==> config.mk <==
export PLATFORM = sky130hd
export DESIGN_NAME = vram_text_writer_flat
export DESIGN_NICKNAME = d
export VERILOG_FILES = /design/src/rtl/vram_text_writer_if.sv /design/src/rtl/vram_text_writer.sv /design/src/flat_wrapper.sv
export SDC_FILE = /design/constraint.sdc
export NUM_CORES = 1
export LEC_CHECK = 0
export ABC_AREA = 1
export CAP_MARGIN = 20
export CORE_MARGIN = 2
export CORE_UTILIZATION = 39
export CTS_CLUSTER_DIAMETER = 150
export DETAILED_ROUTE_END_ITERATION = 16
export PLACE_DENSITY_LB_ADDON = 0.2
export SETUP_SLACK_MARGIN = 0.02
export SYNTH_ARGS = -nofsm -noshare
export SYNTH_HDL_FRONTEND = slang
export SYNTH_SLANG_ARGS = --single-unit
==> constraint.sdc <==
create_clock -name clk_i -period 4.9 [get_ports clk_i]
set_input_delay 1.47 -clock clk_i [delete_from_list [all_inputs] [get_ports clk_i]]
set_output_delay 1.47 -clock clk_i [all_outputs]
set_load 0.005 [all_outputs]
==> src/rtl/vram_text_writer_if.sv <==
// vram_text_writer_if: character input handshake plus VRAM write port and cursor.
interface vram_text_writer_if #(
   parameter int ADDR_W = 11
);
   logic [7:0]        char_i;
   logic              char_valid_i;
   logic              char_ready_o;
   logic              vram_cea_o;
   logic [ADDR_W-1:0] vram_ada_o;
   logic [7:0]        vram_din_o;
   logic [5:0]        cursor_col_o;
   logic [4:0]        cursor_row_o;
   modport master (
      output char_i, char_valid_i,
      input  char_ready_o, vram_cea_o, vram_ada_o, vram_din_o, cursor_col_o, cursor_row_o
   );
   modport slave (
      input  char_i, char_valid_i,
      output char_ready_o, vram_cea_o, vram_ada_o, vram_din_o, cursor_col_o, cursor_row_o
   );
endinterface

==> src/rtl/vram_text_writer.sv <==
// vram_text_writer: byte-stream text console driving character-cell writes into LCD VRAM.
module vram_text_writer #(
   parameter int          COLS   = 60,
   parameter int          ROWS   = 17,
   parameter int          ADDR_W = 11,
   parameter logic [7:0]  BLANK  = 8'h20
) (
   input logic               clk_i,
   input logic               rst_i,
   vram_text_writer_if.slave bus
);
   typedef enum logic [1:0] {CLR_ALL, IDLE, CLR_LINE} state_t;
   localparam logic [5:0] LAST_COL = 6'(COLS - 1);
   localparam logic [4:0] LAST_ROW = 5'(ROWS - 1);
   state_t            state, state_n;
   logic [ADDR_W:0]   cnt, cnt_n, limit;
   logic [ADDR_W-1:0] base, base_n, ada, ada_n, cur_addr, adv_base;
   logic [5:0]        col, col_n;
   logic [4:0]        row, row_n, adv_row;
   logic [7:0]        din, din_n, ch;
   logic              cea, cea_n, ready, ready_n, accept, printable, advance;
   assign ch        = bus.char_i;
   assign accept    = ready && bus.char_valid_i;
   assign printable = ch >= 8'h20 && ch <= 8'h7E;
   assign cur_addr  = base + ADDR_W'(col);
   assign adv_row   = row == LAST_ROW ? '0 : row + 5'd1;
   assign adv_base  = row == LAST_ROW ? '0 : base + ADDR_W'(COLS);
   assign limit     = state == CLR_ALL ? (ADDR_W+1)'(COLS * ROWS) : (ADDR_W+1)'(COLS);
   assign advance   = accept && (ch == 8'h0A || (printable && col == LAST_COL));
   // Clears walk base+cnt; ready only rises the cycle after the final clear write.
   always_comb begin
      state_n = state;
      cnt_n   = cnt;
      col_n   = col;
      row_n   = row;
      base_n  = base;
      cea_n   = 1'b0;
      ada_n   = ada;
      din_n   = din;
      ready_n = ready;
      if (state != IDLE) begin
         if (cnt == limit) begin
            state_n = IDLE;
            ready_n = 1'b1;
         end else begin
            cea_n = 1'b1;
            ada_n = base + cnt[ADDR_W-1:0];
            din_n = BLANK;
            cnt_n = cnt + (ADDR_W+1)'(1);
         end
      end else if (advance) begin
         col_n   = '0;
         row_n   = adv_row;
         base_n  = adv_base;
         state_n = CLR_LINE;
         ready_n = 1'b0;
         cea_n   = 1'b1;
         ada_n   = printable ? cur_addr : adv_base;
         din_n   = printable ? ch : BLANK;
         cnt_n   = printable ? '0 : (ADDR_W+1)'(1);
      end else if (accept && printable) begin
         cea_n = 1'b1;
         ada_n = cur_addr;
         din_n = ch;
         col_n = col + 6'd1;
      end else if (accept && ch == 8'h08 && col != '0) begin
         col_n = col - 6'd1;
         cea_n = 1'b1;
         ada_n = cur_addr - ADDR_W'(1);
         din_n = BLANK;
      end else if (accept && ch == 8'h0D) begin
         col_n = '0;
      end else if (accept && ch == 8'h0C) begin
         state_n = CLR_ALL;
         ready_n = 1'b0;
         col_n   = '0;
         row_n   = '0;
         base_n  = '0;
         cea_n   = 1'b1;
         ada_n   = '0;
         din_n   = BLANK;
         cnt_n   = (ADDR_W+1)'(1);
      end
   end
   always_ff @(posedge clk_i) begin
      if (rst_i) begin
         state <= CLR_ALL;
         cnt   <= '0;
         col   <= '0;
         row   <= '0;
         base  <= '0;
         cea   <= 1'b0;
         ada   <= '0;
         din   <= '0;
         ready <= 1'b0;
      end else begin
         state <= state_n;
         cnt   <= cnt_n;
         col   <= col_n;
         row   <= row_n;
         base  <= base_n;
         cea   <= cea_n;
         ada   <= ada_n;
         din   <= din_n;
         ready <= ready_n;
      end
   end
   assign bus.char_ready_o = ready;
   assign bus.vram_cea_o   = cea;
   assign bus.vram_ada_o   = ada;
   assign bus.vram_din_o   = din;
   assign bus.cursor_col_o = col;
   assign bus.cursor_row_o = row;
endmodule
==> src/flat_wrapper.sv <==
// flat-port wrapper written by rule: the top's interface ports become plain ports
module vram_text_writer_flat 
#(
   parameter int          COLS   = 60,
   parameter int          ROWS   = 17,
   parameter int          ADDR_W = 11,
   parameter logic [7:0]  BLANK  = 8'h20
)
  (clk_i, rst_i, bus_char_i, bus_char_valid_i, bus_char_ready_o, bus_vram_cea_o, bus_vram_ada_o, bus_vram_din_o, bus_cursor_col_o, bus_cursor_row_o);
  vram_text_writer_if #(.ADDR_W(ADDR_W)) bus_i ();
  input logic clk_i;
  input logic rst_i;
  input wire logic [$bits(bus_i.char_i)-1:0] bus_char_i;
  input wire logic [$bits(bus_i.char_valid_i)-1:0] bus_char_valid_i;
  output wire logic [$bits(bus_i.char_ready_o)-1:0] bus_char_ready_o;
  output wire logic [$bits(bus_i.vram_cea_o)-1:0] bus_vram_cea_o;
  output wire logic [$bits(bus_i.vram_ada_o)-1:0] bus_vram_ada_o;
  output wire logic [$bits(bus_i.vram_din_o)-1:0] bus_vram_din_o;
  output wire logic [$bits(bus_i.cursor_col_o)-1:0] bus_cursor_col_o;
  output wire logic [$bits(bus_i.cursor_row_o)-1:0] bus_cursor_row_o;
  assign bus_i.char_i = bus_char_i;
  assign bus_i.char_valid_i = bus_char_valid_i;
  assign bus_char_ready_o = bus_i.char_ready_o;
  assign bus_vram_cea_o = bus_i.vram_cea_o;
  assign bus_vram_ada_o = bus_i.vram_ada_o;
  assign bus_vram_din_o = bus_i.vram_din_o;
  assign bus_cursor_col_o = bus_i.cursor_col_o;
  assign bus_cursor_row_o = bus_i.cursor_row_o;
  vram_text_writer #(.COLS(COLS), .ROWS(ROWS), .ADDR_W(ADDR_W), .BLANK(BLANK)) u_core (.clk_i(clk_i), .rst_i(rst_i), .bus(bus_i));
endmodule
Word-level counts from Yosys, hierarchy flattened
Cells that the tools add are included.
{"block": "totals", "ff_bits": 57, "wordCells": 119}
{"block": "classes", "n_addsub": 8, "n_eq_ne": 17, "n_lt_le_gt_ge": 2, "muxes": 61, "n_bitwise": 1, "reduce_logical": 21}
{"operator": "$mux 11", "n": 12}
{"operator": "$mux 12", "n": 7}
{"operator": "$mux 8", "n": 8}
{"operator": "$eq 8x4->1 const B", "n": 4}
{"operator": "$mux 5", "n": 6}
{"operator": "$mux 6", "n": 5}
{"operator": "$mux 1", "n": 15}
{"operator": "$reduce_and 5->1", "n": 3}
{"operator": "$mux 2", "n": 7}
{"operator": "$add 12x1->12 const B", "n": 1}
{"operator": "$eq 12x12->1", "n": 1}
{"operator": "$add 11x11->11", "n": 1}
{"operator": "$add 11x6->11", "n": 1}
{"operator": "$add 11x6->11 const B", "n": 1}
{"operator": "$sub 11x1->11 const B", "n": 1}
{"operator": "$mux 10", "n": 1}
{"operator": "$reduce_bool 5->1", "n": 2}
{"operator": "$logic_and 1x1->1", "n": 9}
{"operator": "$ne 3x1->1 const B", "n": 3}
{"operator": "$ge 8x6->1 const B", "n": 1}
{"operator": "$le 8x7->1 const B", "n": 1}
{"operator": "$ne 2x1->1 const B", "n": 4}
{"operator": "$add 6x1->6 const B", "n": 1}
{"operator": "$eq 6x6->1 const B", "n": 1}
{"operator": "13 further kinds", "n": 14}

Depth between registers and ports, before layout
{"block": "logic_depth", "ltp_word": 8, "depth_mapped": 17}

Worst setup path before layout
Ideal clock, no wire load.
{"block": "synth_path", "kind": "input -> register", "start": "in bus_char_i[5]", "end": "reg u_core.ada[9], in the netlist u_core.bus.vram_ada_o[9]", "path_stages": 13, "setup_slack_ps": 1998, "arrival_time_ps": 2793, "setup_ps": 109, "t_required_ps": 4791, "path_cell_list": "nor2_1 -> nand3b_1 -> inv_1 -> nand4_1 -> or2_1 -> nand2_1 -> inv_2 -> nand2_2 -> nor2_4 -> nand3_1 -> nand3_1 -> nand2_1 -> inv_1"}
{"block": "synth_via", "elab_chain_len": 7, "elab_cells_between_ends": 23}
{"element": "start: declaration", "line_no": "flat_wrapper.sv:13", "rtl": "input wire logic [$bits(bus_i.char_i)-1:0] bus_char_i;"}
{"element": "$ge 8x6->1, or another cell as far along", "line_no": "vram_text_writer.sv:24", "rtl": "assign printable = ch >= 8'h20 && ch <= 8'h7E;"}
{"element": "$logic_and 1x1->1, on equally long branches", "line_no": "vram_text_writer.sv:24, vram_text_writer.sv:66"}
{"element": "$logic_and 1x1->1, on equally long branches", "line_no": "vram_text_writer.sv:29, vram_text_writer.sv:66"}
{"element": "$logic_or 1x1->1 / $mux 11 (equally long branches)", "line_no": "vram_text_writer.sv:29, vram_text_writer.sv:66"}
{"element": "$logic_and 1x1->1 / $mux 11 (equally long branches)", "line_no": "vram_text_writer.sv:29, vram_text_writer.sv:61"}
{"element": "$ne 5x1->1 (no source line), or another cell as far along"}
{"element": "$reduce_and 3->1 (no source line) / $mux 11 (equally long branches)"}
{"element": "end signal: assignment", "line_no": "vram_text_writer.sv:103", "rtl": "ada <= ada_n;"}
{"element": "end: declaration", "line_no": "vram_text_writer.sv:17", "rtl": "logic [ADDR_W-1:0] base, base_n, ada, ada_n, cur_addr, adv_base;"}
Several ways; a longest one is shown, not always the timed one.
A chain may end at the register's enable or synchronous reset.

Worst setup path after layout
{"block": "layout_path", "start": "in bus_char_i[1]", "end": "reg u_core.base[2]"}
{"block": "layout_via", "elab_chain_len": 7, "elab_cells_between_ends": 21}
{"element": "$ge 8x6->1 / $le 8x7->1 (equally long branches)", "line_no": "vram_text_writer.sv:24"}
{"element": "$logic_and 1x1->1", "line_no": "vram_text_writer.sv:24"}
{"element": "$logic_and 1x1->1", "line_no": "vram_text_writer.sv:29", "rtl": "assign advance = accept && (ch == 8'h0A || (printable && col == LAST_COL));"}
{"element": "$logic_or 1x1->1", "line_no": "vram_text_writer.sv:29"}
{"element": "$logic_and 1x1->1", "line_no": "vram_text_writer.sv:29"}
{"element": "$ne 2x1->1 (no source line) / $reduce_bool 2->1 (equally long branches)"}
{"element": "$reduce_and 5->1 (no source line)"}
{"element": "end signal: assignment", "line_no": "vram_text_writer.sv:101", "rtl": "base <= base_n;"}
{"element": "end: declaration", "line_no": "vram_text_writer.sv:17"}
Several ways; a longest one is shown, not always the timed one.

==> flow_metrics.env <==
export IMPL_slew_violations=0
export IMPL_fin_ws_ns=1.18
export IMPL_cts_tree="done"
export IMPL_reg2regPathDepth=15
export IMPL_min_to="u_core.bus.vram_din_o[7]"
export IMPL_grt_pass1_vias=4141
export IMPL_area_growth_pct=14.4
export IMPL_hold_viol=0
export IMPL_worstPathArrival_ns=3.96
export IMPL_post_cts_resized=0
export IMPL_max_clock_path_buffers=2
export IMPL_drt_total_wl_um=12900
export IMPL_cts_root_buf="clkbuf_8"
export IMPL_start_util_pct=40.1
export IMPL_yosysWarnings=0
export IMPL_tightest_slew_ns=0.722
export IMPL_final_cell_mix="nand2_1, inv_1, nor2_1"
export IMPL_die_x_um=110
export IMPL_gp_congestion=0.916
export IMPL_cts_buffers_inserted=5
export IMPL_yosysTopAreaCell="dfxtp_1"
export IMPL_gr_usage_all_layers_pct=22.0
export IMPL_htreeDepth=2
export IMPL_start_kind="input port"
export IMPL_critPathRequiredTime_ns=5.14
export IMPL_max_slew_margin_pct=51.8
export IMPL_syn_cell_area_um2=4350
export IMPL_worstSetupEndpointType="flip-flop"
export IMPL_ys_types=47
export IMPL_core_area_um2=10800
export IMPL_hold_path_class="flip-flop to flip-flop"
export IMPL_skew_ns=0.0126
export IMPL_cts_sinks=56
export IMPL_drive_gt1_share_pct=4.84
export IMPL_ys_seq_area_share_pct=25.8
export IMPL_pin_count=43
export IMPL_path_clk_slew_ns=0.11
export IMPL_drt_wirelength_per_cell_um=14.9
export IMPL_synth_avg_cell_area_um2=6.34
export IMPL_grt_max_degree=26
export IMPL_synth_seq_cells=56
export IMPL_routed_via_density=5.37
export IMPL_outcome="completed"
export IMPL_crit_fanout=19
export IMPL_die_h_um=110
export IMPL_die_area_um2=12000
export IMPL_firstDrtPassIters=5
export IMPL_syn_nets=724
export IMPL_post_route_util_pct=45.9
export IMPL_ctsHoldBuffers=0
export IMPL_nets=760
export IMPL_final_common_cell="nand2_1"
export IMPL_yosysTopAreaCellShare_pct=25.8
export IMPL_portBuffers=42
export IMPL_antenna_found_initial=0
export IMPL_timing_rr_start="u_core.base[0]"
export IMPL_hp_start="u_core.bus.vram_din_o[7]"
export IMPL_grt_pass1_wl_um=20500
export IMPL_synth_area_leaders="dfxtp_1, nand2_1, ha_1"
export IMPL_pre_cts_slack_ns=0.838
export IMPL_drc=0
export IMPL_power_density_nw_per_um2=159
export IMPL_place_hpwl_um=10100
export IMPL_post_cts_setup_buffers=0
export IMPL_fill_cells=1157
export IMPL_rsz0062_at_grt="no"
export IMPL_p_total_mw=0.791
export IMPL_critPathKind="input port to flip-flop"
export IMPL_drt_iter0_drc=372
export IMPL_insertion_delay_ns=0.33
export IMPL_setup_violations=0
export IMPL_fmax_mhz=269
export IMPL_grt_overflow=0
export IMPL_whs_path_depth=2
export IMPL_timing_rr_end="u_core.bus.vram_ada_o[10]"
export IMPL_post_route_min_period_ns=3.72
export IMPL_vias=4630
export IMPL_r2r_slack_ns=2.25
export IMPL_leakage_nw=2.11
export IMPL_antenna_left=0
export IMPL_antenna_cells=0
export IMPL_std_cell_rows=38
export IMPL_drv_cap=0
export IMPL_peakVddDrop_mv=0.130
export IMPL_timing_final_crit_share_pct=76.0
export IMPL_syn_instance_count=686
export IMPL_fin_tns_setup_ns=0
cell type report:
cell class                 count  area [um2]  share of cell area [%]
sequential                    56        1120                    22.5
multi-input combinational    529        2830                    56.9
tap                          140         175                    3.52
timing repair buffer          45         443                    8.90
clock inverter                 2        16.3                   0.327
inverter                      85         319                    6.41
clock buffer                   6        72.6                    1.46
worst max-delay path by stage:
stage / start / end / slack (ns)
floorplan: bus_char_i[5] / u_core.bus.vram_ada_o[9] / 2.00
global placement: bus_char_i[1] / u_core.base[2] / 0.90
detailed placement: bus_char_i[1] / u_core.base[2] / 0.84
CTS: bus_char_i[1] / u_core.base[2] / 1.19
global route: bus_char_i[1] / u_core.base[2] / 0.89
finish: bus_char_i[1] / u_core.base[2] / 1.18
worst max-delay path, stage by stage:
cell and delay (ns):
clkdlybuf4s50_1 0.53, nand2_1 0.12, nor2_1 0.04, nand2_1 0.11, nand3_4 0.19, inv_2 0.15, nand2_2 0.08, nand2_2 0.13
nor2_2 0.05, nand2_1 0.11, nand2_2 0.17, nor2_2 0.20, buf_4 0.27, inv_1 0.12, a31oi_1 0.15, nor2_1 0.05
cell families after synthesis:
family                   after synthesis  synth area share [%]
AND/OR/NAND/NOR                      338                  34.4
AO/OA/AOI/OAI                        142                  18.1
adder cells (fa/ha/maj)               27                  8.11
buffers and inverters                101                  9.17
flip-flops                            56                  25.8
XOR/XNOR                              22                  4.43
flip-flops by register name, summed over array words and instances (netlist names):
| name | count |
|---|---|
| u_core.bus.vram_din_o | 8 |
| u_core.cnt | 12 |
| u_core.base | 11 |
| u_core.bus.vram_cea_o | 1 |
| u_core.bus.cursor_row_o | 5 |
| u_core.bus.vram_ada_o | 11 |
| u_core.state | 2 |
| u_core.bus.cursor_col_o | 6 |
synth_stat cells (all sizes together):
cell / instances
clkbuf: 8
o211a: 2
a21oi: 60
o221ai: 1
o21bai: 3
nor3b: 1
o211ai: 2
nand4: 14
nand2: 164
fa: 2
buf: 8
nor3: 23
a21boi: 1
nor4: 2
nand3b: 2
a31oi: 5
and3: 2
clkinv: 1
or2: 3
dfxtp: 56
o21ai: 56
o22ai: 2
o21a: 2
a31o: 1
a211oi: 5
o32ai: 1
and2: 1
inv: 84
o41ai: 1
xor2: 22
ha: 25
nor2: 83
nand3: 43
routing by layer:
layer  vias up  global-route usage (%)  part of all wire (%)
met2       169                    36.2                    46
met4         0                    6.51                   1.9
li1       2342                       -                     -
met5         -                       0                     0
met1      2099                    29.5                    46
met3        20                    3.56                   6.8
per-stage QoR:
| stage | cell area, um2 | hold WS (ns) | instances |
|---|---|---|---|
| after floorplan | 4350 | 0.441 | 686 |
| after global placement | 4890 | 0.457 | 855 |
| after detailed placement | 4890 | 0.452 | 855 |
| after CTS | 4980 | 0.477 | 863 |
| after global routing | 4980 | 0.494 | 863 |
| final | 4980 | 0.474 | 863 |
power by group:
group          switching (mW)  leakage [nW]  internal, mW
clock network           0.169        0.0414         0.102
logic                  0.0333          1.61        0.0229
registers             0.00379         0.453         0.459
total                   0.206          2.11         0.584
Note: power is estimated with default switching activity, not from simulation.
